===== config.mk =====
export PLATFORM = sky130hd
export DESIGN_NAME = irq_latch_arbiter
export DESIGN_NICKNAME = d
export VERILOG_FILES = /design/src/rtl/irq_latch_arbiter.sv
export SDC_FILE = /design/constraint.sdc
export NUM_CORES = 1
export LEC_CHECK = 0
export ABC_AREA = 1
export CAP_MARGIN = 20
export CORE_UTILIZATION = 30
export CTS_CLUSTER_DIAMETER = 80
export DETAILED_ROUTE_END_ITERATION = 16
export GPL_ROUTABILITY_DRIVEN = 0
export PLACE_DENSITY = 0.62
export RECOVER_POWER = 50
export SLEW_MARGIN = 15
export SYNTH_ARGS = -nofsm -noshare
export SYNTH_HDL_FRONTEND = slang
export SYNTH_SLANG_ARGS = --single-unit

===== constraint.sdc =====
create_clock -name CLK -period 1.5 [get_ports CLK]
set_input_delay 0.3 -clock CLK [delete_from_list [all_inputs] [get_ports CLK]]
set_output_delay 0.3 -clock CLK [all_outputs]
set_load 0.03 [all_outputs]

===== src/rtl/irq_latch_arbiter.sv =====
// rtl/irq_latch_arbiter.sv - edge-latched IRQ bank with priority arbiter driving one active-low nIRQ
// Optional rotating priority: define IRQ_ARB_ROUND_ROBIN_EN.
module irq_latch_arbiter #(
  parameter int NUM_REQ   = 4,
  parameter int VEC_WIDTH = 2
) (
  input  logic                 CLK,
  input  logic                 nRESET,
  input  logic [NUM_REQ-1:0]   REQ,
  input  logic                 MASK_WE,
  input  logic [NUM_REQ-1:0]   MASK_IN,
  input  logic                 ACK,
  input  logic                 EOI,
  output logic                 nIRQ,
  output logic [VEC_WIDTH-1:0] VEC,
  output logic                 VEC_VALID,
  output logic [NUM_REQ-1:0]   PENDING,
  output logic                 BUSY
);

  typedef enum logic [1:0] {ST_IDLE, ST_PEND, ST_SERVICE} state_t;

  state_t                 r_state;
  logic [NUM_REQ-1:0]     r_req_prev;
  logic [NUM_REQ-1:0]     r_pending;
  logic [NUM_REQ-1:0]     r_mask;
  logic                   r_nirq;
  logic [VEC_WIDTH-1:0]   r_vec;
  logic                   r_vec_valid;
  logic                   r_busy;

  logic [NUM_REQ-1:0]     w_rise;
  logic [NUM_REQ-1:0]     w_elig;
  logic                   w_any;
  logic                   w_do_ack;
  logic [VEC_WIDTH-1:0]   w_winner;
  logic [NUM_REQ-1:0]     w_clr;
  logic [NUM_REQ-1:0]     w_pending_next;

  assign w_rise   = REQ & ~r_req_prev;
  assign w_elig   = r_pending & r_mask;
  assign w_any    = |w_elig;
  assign w_do_ack = (r_state == ST_PEND) && ACK && w_any;

`ifdef IRQ_ARB_ROUND_ROBIN_EN
  logic [VEC_WIDTH-1:0] r_ptr;
  logic [VEC_WIDTH-1:0] w_ptr_next;

  function automatic logic [VEC_WIDTH-1:0] rr_pick(input logic [NUM_REQ-1:0] elig,
                                                   input logic [VEC_WIDTH-1:0] start);
    int idx;
    rr_pick = '0;
    // Walk backwards so the last hit is the one closest to the start pointer.
    for (int k = NUM_REQ - 1; k >= 0; k--) begin
      idx = int'(start) + k;
      if (idx >= NUM_REQ) idx = idx - NUM_REQ;
      if (elig[idx]) rr_pick = VEC_WIDTH'(idx);
    end
  endfunction

  always_comb begin
    w_winner   = rr_pick(w_elig, r_ptr);
    w_ptr_next = (int'(w_winner) + 1 >= NUM_REQ) ? '0 : w_winner + 1'b1;
  end

  always_ff @(posedge CLK) begin
    if (!nRESET)       r_ptr <= '0;
    else if (w_do_ack) r_ptr <= w_ptr_next;
  end
`else
  always_comb begin
    w_winner = '0;
    for (int i = NUM_REQ - 1; i >= 0; i--) begin
      if (w_elig[i]) w_winner = VEC_WIDTH'(i);
    end
  end
`endif

  // A fresh edge on the bit being acknowledged must survive the clear.
  always_comb begin
    w_clr = '0;
    for (int i = 0; i < NUM_REQ; i++) begin
      w_clr[i] = w_do_ack && (w_winner == VEC_WIDTH'(i));
    end
    w_pending_next = (r_pending & ~w_clr) | w_rise;
  end

  always_ff @(posedge CLK) begin
    if (!nRESET) begin
      r_state     <= ST_IDLE;
      r_req_prev  <= '0;
      r_pending   <= '0;
      r_mask      <= '1;
      r_nirq      <= 1'b1;
      r_vec       <= '0;
      r_vec_valid <= 1'b0;
      r_busy      <= 1'b0;
    end else begin
      r_req_prev <= REQ;
      r_pending  <= w_pending_next;
      if (MASK_WE) r_mask <= MASK_IN;
      case (r_state)
        ST_IDLE: begin
          if (w_any) begin
            r_state <= ST_PEND;
            r_nirq  <= 1'b0;
          end
        end
        ST_PEND: begin
          if (!w_any) begin
            r_state <= ST_IDLE;
            r_nirq  <= 1'b1;
          end else if (ACK) begin
            r_state     <= ST_SERVICE;
            r_nirq      <= 1'b1;
            r_vec       <= w_winner;
            r_vec_valid <= 1'b1;
            r_busy      <= 1'b1;
          end
        end
        ST_SERVICE: begin
          if (EOI) begin
            r_state     <= ST_IDLE;
            r_vec_valid <= 1'b0;
            r_busy      <= 1'b0;
          end
        end
        default: begin
          r_state <= ST_IDLE;
          r_nirq  <= 1'b1;
          r_busy  <= 1'b0;
        end
      endcase
    end
  end

  assign nIRQ      = r_nirq;
  assign VEC       = r_vec;
  assign VEC_VALID = r_vec_valid;
  assign PENDING   = r_pending;
  assign BUSY      = r_busy;

endmodule

Yosys cells after proc, flatten, opt, wreduce, memory -nomap -nowiden

Cells that the tools add are included.

Bits of input ports: 13
Register bits after elaboration: 19
Output and inout port bits: 9

Reductions and logical operators: 15
Muxes and demuxes: 17
Bitwise gates (word level): 8
Eq/ne operators: 10

Operators with widths:

| cell               | number |
|---|---|
| $mux 2             | 8 |
| $and 4x4->4        | 3 |
| $reduce_and 3->1   | 3 |
| $ne 2x2->1 const B | 4 |
| $not 4->4          | 2 |
| $reduce_and 4->1   | 2 |
| $eq 2x2->1 const B | 3 |
| $logic_and 1x1->1  | 6 |
| $pmux 1 s3         | 2 |
| $pmux 2 s3         | 1 |
| $mux 1             | 5 |
| $eq 2x1->1 const B | 2 |
| $logic_not 2->1    | 2 |
| $or 4x4->4         | 1 |
| $reduce_or 4->1    | 1 |
| $ne 3x3->1 const B | 1 |
| $not 1->1          | 2 |
| $pmux 1 s2         | 1 |
| $reduce_bool 2->1  | 1 |

Logic depth before layout (Yosys ltp)

Gate-level depths: netlist of run 1.

Depth after elaboration: 10
Mapped depth: 8

Worst setup path after synthesis of run 1

Ideal clock, no wire load.

Kind: register to register
Start point: register r_pending[1], in the netlist PENDING[1]
End point: register r_pending[3], in the netlist PENDING[3]
Period minus slack after synthesis: 1.268 ns
Path buffers: 0
Setup slack: 0.232 ns
Library setup time: 0.116 ns
Cell stages (with the launch flop): 8
Arrival time: 1.152 ns
Cells stage by stage: dfxtp_1 -> nand2_1 -> nand2_2 -> nor2_4 -> nor2_8 -> nand2_4 -> o21bai_2 -> nand2_1

Cells in the longest elaborated chain, start to end: 8

Ends and longest elaborated chain:

| what                     | RTL line | text |
|---|---|---|
| start: declaration       | 25       | `logic [NUM_REQ-1:0] r_pending;` |
| start signal: assignment | 100      | `r_pending <= w_pending_next;` |
| $and 4x4->4 (*)          | 41       | `assign w_elig = r_pending & r_mask;` |
| $mux 2 (2 in a row)      | 74       | `if (w_elig[i]) w_winner = VEC_WIDTH'(i);` |
| $eq 2x2->1               | 83       | `w_clr[i] = w_do_ack && (w_winner == VEC_WIDTH'(i));` |
| $logic_and 1x1->1 (*)    | 83       |  |
| $not 4->4 (*)            | 85       | `w_pending_next = (r_pending & ~w_clr) \| w_rise;` |
| $and 4x4->4 (*)          | 85       |  |
| $or 4x4->4 (*)           | 85       |  |

Every way passes the cells marked *; elsewhere a longest branch is shown, timed or not.
A chain may end at the register's enable or synchronous reset.

Worst setup path in the final report of run 1

Start point: register r_pending[2], in the netlist PENDING[2]
End point: output port PENDING[2]

RTL lines:

| what             | RTL line | text |
|---|---|---|
| end: declaration | 17       | `output logic [NUM_REQ-1:0] PENDING,` |

No word-level cell between the ends.

==> results.sh, run 1 <==
export IMPL_outcome="completed"
export IMPL_cp_end_kind="output port"
export IMPL_htree_levels=1
export IMPL_cp_top_family="buffers and inverters"
export IMPL_p_leak_nw=0.593
export IMPL_antenna_found_initial=0
export IMPL_cts_made_buffers=3
export IMPL_numPortBuffers=21
export IMPL_synth_edff_count=0
export IMPL_drive_gt1_share_pct=12.6
export IMPL_drc_errors=0
export IMPL_postSynthCellCount=117
export IMPL_setup_tns_ns=0
export IMPL_viasPerCell=4.39
export IMPL_grt_max_degree=11
export IMPL_synth_area_leader_cell="dfxtp_1"
export IMPL_worstMarginPinSlew_ns=0.317
export IMPL_grt_overflow=0
export IMPL_ir_drop_mv=0.576
export IMPL_period_share_pct=91.5
export IMPL_layout_nets=157
export IMPL_period_needed_ns=1.37
export IMPL_clock_latency_ns=0.29
export IMPL_drt_pass1_iter_count=4
export IMPL_diodes=0
export IMPL_maxSlewViolCount=0
export IMPL_grt_usage_pct=12.3
export IMPL_start_kind="flip-flop"
export IMPL_finalClockSkew_ns=0.000569
export IMPL_cts_root_buf="clkbuf_4"
export IMPL_layout_cells_non_filler=174
export IMPL_dieArea_sq_mm=0.00312
export IMPL_synth_seq_cells=19
export IMPL_max_stage_delay_ns=0.41
export IMPL_rsz0062_at_grt="no"
export IMPL_async_flop_share_pct=0
export IMPL_clk_transition_reported_paths_ns=0.10
export IMPL_cts_tree="yes"
export IMPL_netlist_area_sq_um=870
export IMPL_drt_iter0_drc=21
export IMPL_max_cap_violations=0
export IMPL_fp_dieH_microns=55.8
export IMPL_synth_common_cells="nand2_1 (37), dfxtp_1 (19), inv_1 (17), nand3_1 (14)"
export IMPL_place_inst=170
export IMPL_seq_area_frac_synth_pct=43.7
export IMPL_critPathKind="flip-flop to output port"
export IMPL_first_global_vias=757
export IMPL_start_util_pct=31.5
export IMPL_nFillCells=286
export IMPL_synth_cell_type_count=17
export IMPL_synth_avg_cell_area_sq_um=7.43
export IMPL_cts_sinks=19
export IMPL_syn2layout_area_growth_pct=30.5
export IMPL_ys_flop_type="dfxtp_1"
export IMPL_ctsLongestPathBuffers=2
export IMPL_postRouteAntennaNets=0
export IMPL_path_buf_inv=1
export IMPL_fmax_mhz=729
export IMPL_routed_wl_microns=1620
export IMPL_path_max_fanout=3
export IMPL_crit_chain="dlygate4sd2_1"
export IMPL_slew_headroom_pct=78.8
export IMPL_cts_hold_buf=0
export IMPL_hpwl_microns=1300
export IMPL_dieWidth_microns=55.8
export IMPL_powerDensity_mw_per_mm2=1050
export IMPL_io_pin_count=22
export IMPL_rows=19
export IMPL_wl_per_cell_microns=9.30
export IMPL_hold_viol=0
export IMPL_routed_via_count=764
export IMPL_grt_pass1_wl_microns=3060
export IMPL_synth_area_top_cells="dfxtp_1 (44%), nand2_1 (16%), nand3_1 (8.1%), inv_1 (7.3%), nor2_8 (4.6%)"
export IMPL_hp_class="flip-flop to flip-flop"
export IMPL_synth_yosys_warnings=0
export IMPL_slowest_stage="dlygate4sd2_1"
export IMPL_yosysMostFrequentCell="nand2_1"
export IMPL_required_ns=1.20
export IMPL_yosys_area_top_type_share_pct=43.7
export IMPL_worst_endpoint_arrival_ns=1.07
export IMPL_setup_viol=0
export IMPL_synthesis_nets=130
export IMPL_coreArea_sq_mm=0.00276
## final cells by class
type                    count  area (sq um)  area share [%]
inverters                  19          71.3            6.28
multi-input cells          78           408            35.9
repair buffers             23           210            18.5
clock buffers               4          26.3            2.32
well taps                  31          38.8            3.42
flip-flops and latches     19           380            33.5
## metal layers
metal / GRT usage [%] / share of wire [%] / up-vias
met4: 4.53 / 1.2 / 0
met1: 14.5 / 45 / 339
met2: 21.5 / 50 / 12
li1: - / - / 411
met3: 3.26 / 4.0 / 2
met5: 0 / 0 / -
## cells by family after synthesis
kind of cell	synth area share, %
flip-flops	43.7
AND/OR/NAND/NOR	40.3
buffers and inverters	8.78
AO/OA/AOI/OAI	7.19
## worst paths after layout
check	depth (start not counted)	endpoint	slack, ns	startpoint
setup / recovery	1	PENDING[2]	0.13	PENDING[2]$_SDFF_PN0_
hold / removal	2	BUSY$_SDFFE_PN0P_	0.45	BUSY$_SDFFE_PN0P_
setup reg to reg	8	nIRQ$_SDFFE_PN1P_	0.27	PENDING[3]$_SDFF_PN0_
hold reg to reg	2	BUSY$_SDFFE_PN0P_	0.45	BUSY$_SDFFE_PN0P_
## where the power goes
group / leakage (nW) / switching, mW / internal (mW)
clock: 0.0150 / 0.150 / 0.103
sequential: 0.158 / 0.0322 / 0.554
combinational: 0.420 / 0.218 / 0.138
total: 0.593 / 0.400 / 0.795
## through the flow
step	instance area, sq um	total power [mW]	setup WS, ns	hold WS [ns]	utilization [%]
finish	1130	1.20	0.127	0.451	41.2
global route	1130	1.29	0.0631	0.487	41.2
CTS	1140	1.22	0.108	0.457	41.5
detailed placement	1130	0.983	0.0106	0.444	40.9
global placement	1130	0.976	0.0662	0.434	40.9
floorplan	870	0.854	0.232	0.404	-
## registers in the layout, indices dropped and copies added (netlist names)
register / flops
PENDING: 4
r_mask: 4
r_req_prev: 4
VEC: 2
r_state: 2
BUSY: 1
VEC_VALID: 1
nIRQ: 1
## layout by cell type (no fill, tap or decap), drive strengths merged
| master | n |
|---|---|
| clkbuf | 5 |
| nor2 | 9 |
| nand3 | 14 |
| o21bai | 2 |
| dlygate4sd3 | 1 |
| nand2 | 41 |
| dfxtp | 19 |
| buf | 1 |
| clkdlybuf4s50 | 11 |
| inv | 19 |
| a21oi | 6 |
| or2 | 4 |
| o21ai | 2 |
| dlygate4sd2 | 9 |
## timing repair
item	CTS	global route
resized for setup	9	0
endpoints found under the setup margin	9	0
buffers inserted	0	0
Note: power is estimated with default switching activity, not from simulation.
==> run 2, diff against run 1 <==
==> constraint.sdc (replaced) <==
create_clock -name CLK -period 1.5 [get_ports CLK]
set_input_delay 0.3 -clock CLK [delete_from_list [all_inputs] [get_ports CLK]]
set_output_delay 0.3 -clock CLK [all_outputs]
set_load 0.1 [all_outputs]
==> results.sh, run 2 (synthesis results as in run 1) <==
export IMPL_cts_root_buf="clkbuf_4"
export IMPL_powerDensity_mw_per_mm2=1170
export IMPL_hp_class="flip-flop to flip-flop"
export IMPL_hpwl_microns=1360
export IMPL_path_max_fanout=2
export IMPL_cp_top_family="buffers and inverters"
export IMPL_period_needed_ns=1.35
export IMPL_setup_tns_ns=0
export IMPL_syn2layout_area_growth_pct=39.0
export IMPL_wl_per_cell_microns=9.90
export IMPL_place_inst=169
export IMPL_layout_common_cells="nand2_1 (37), dfxtp_1 (17), inv_1 (17)"
export IMPL_postRouteAntennaNets=0
export IMPL_numPortBuffers=21
export IMPL_drive_gt1_share_pct=21.1
export IMPL_critPathKind="flip-flop to output port"
export IMPL_viasPerCell=4.42
export IMPL_final_common_cell="nand2_1"
export IMPL_fmax_mhz=741
export IMPL_antenna_found_initial=0
export IMPL_diodes=0
export IMPL_cts_made_buffers=3
export IMPL_r2r_slack_ns=0.23
export IMPL_drt_iter0_drc=15
export IMPL_finalClockSkew_ns=0.00512
export IMPL_max_cap_violations=0
export IMPL_first_global_vias=760
export IMPL_slew_headroom_pct=67.8
export IMPL_coreArea_sq_mm=0.00276
export IMPL_pre_cts_slack_ns=0.00862
export IMPL_setup_viol=0
export IMPL_max_stage_delay_ns=0.42
export IMPL_start_util_pct=31.5
export IMPL_crit_chain="buf_2"
export IMPL_grt_pass1_wl_microns=3090
export IMPL_grt_usage_pct=12.6
export IMPL_grt_max_degree=11
export IMPL_grt_overflow=0
export IMPL_drt_pass1_iter_count=4
export IMPL_rows=19
export IMPL_post_cts_resized=0
export IMPL_path_buf_inv=1
export IMPL_fp_dieH_microns=55.8
export IMPL_setup_slack_ns=0.150
export IMPL_outcome="completed"
export IMPL_required_ns=1.20
export IMPL_worstMarginPinSlew_ns=0.486
export IMPL_cts_tree="yes"
export IMPL_period_share_pct=90.0
export IMPL_dieWidth_microns=55.8
export IMPL_routed_via_count=764
export IMPL_post_cts_buffers=0
export IMPL_p_leak_nw=0.599
export IMPL_io_pin_count=22
export IMPL_routed_wl_microns=1710
export IMPL_start_kind="flip-flop"
export IMPL_ir_drop_mv=0.765
export IMPL_cts_sinks=19
export IMPL_cts_hold_buf=0
export IMPL_htree_levels=1
export IMPL_cp_end_kind="output port"
export IMPL_worst_endpoint_arrival_ns=1.05
export IMPL_dieArea_sq_mm=0.00312
export IMPL_clk_transition_reported_paths_ns=0.10
export IMPL_slowest_stage="buf_2"
export IMPL_layout_cells_non_filler=173
export IMPL_layout_nets=156
export IMPL_maxSlewViolCount=0
export IMPL_rsz0062_at_grt="no"
export IMPL_drc_errors=0
export IMPL_hold_viol=0
export IMPL_ctsLongestPathBuffers=2
export IMPL_clock_latency_ns=0.30
-- run 2: changes by cell type in the layout (fill, tap and decap cells not counted), moves of 2 or more --
cell / before / now
dfxtp_2: 0 / 2
dfxtp_1: 19 / 17
buf_12: 0 / 7
nand2_2: 0 / 2
nand2_1: 39 / 37
dlygate4sd2_1: 9 / 0
-- run 2: layout make-up --
class / count / area, sq um
fillers: 291 / 1550
flip-flops and latches: 19 / 383
well taps: 31 / 38.8
multi-input cells: 78 / 413
clock buffers: 4 / 26.3
inverters: 19 / 71.3
repair buffers: 22 / 277
-- run 2: routing by layer --
layer  wire (microns)  up-vias  share of wire [%]  track usage [%]
li1                 -      409                  -                -
met1              776      337                 45             14.4
met2              831       13                 49             21.7
met3               62        5                3.6             3.26
met4               41        0                2.4             6.27
met5                0        -                  0                0
-- run 2: final timing paths --
path	start	end	depth (start not counted)
setup reg to reg	PENDING[2]$_SDFF_PN0_	nIRQ$_SDFFE_PN1P_	7
hold / removal	BUSY$_SDFFE_PN0P_	BUSY$_SDFFE_PN0P_	2
setup / recovery	BUSY$_SDFFE_PN0P_	BUSY	1
hold reg to reg	BUSY$_SDFFE_PN0P_	BUSY$_SDFFE_PN0P_	2
-- run 2: where the power goes --
| group | total, mW | internal, mW | switching (mW) | leakage (nW) |
|---|---|---|---|---|
| logic | 0.556 | 0.191 | 0.365 | 0.426 |
| registers | 0.600 | 0.555 | 0.0454 | 0.158 |
| clock network | 0.258 | 0.104 | 0.154 | 0.0150 |
-- run 2: per-stage QoR --
stage | cell area [sq um] | hold WS [ns] | utilization, % | total power [mW]
after global routing | 1210 | 0.483 | 43.8 | 1.50
after detailed placement | 1220 | 0.458 | 44.1 | 1.20
final | 1210 | 0.451 | 43.8 | 1.41
after floorplan | 875 | 0.404 | - | 1.00
after global placement | 1220 | 0.450 | 44.1 | 1.19
after CTS | 1240 | 0.478 | 45.1 | 1.46
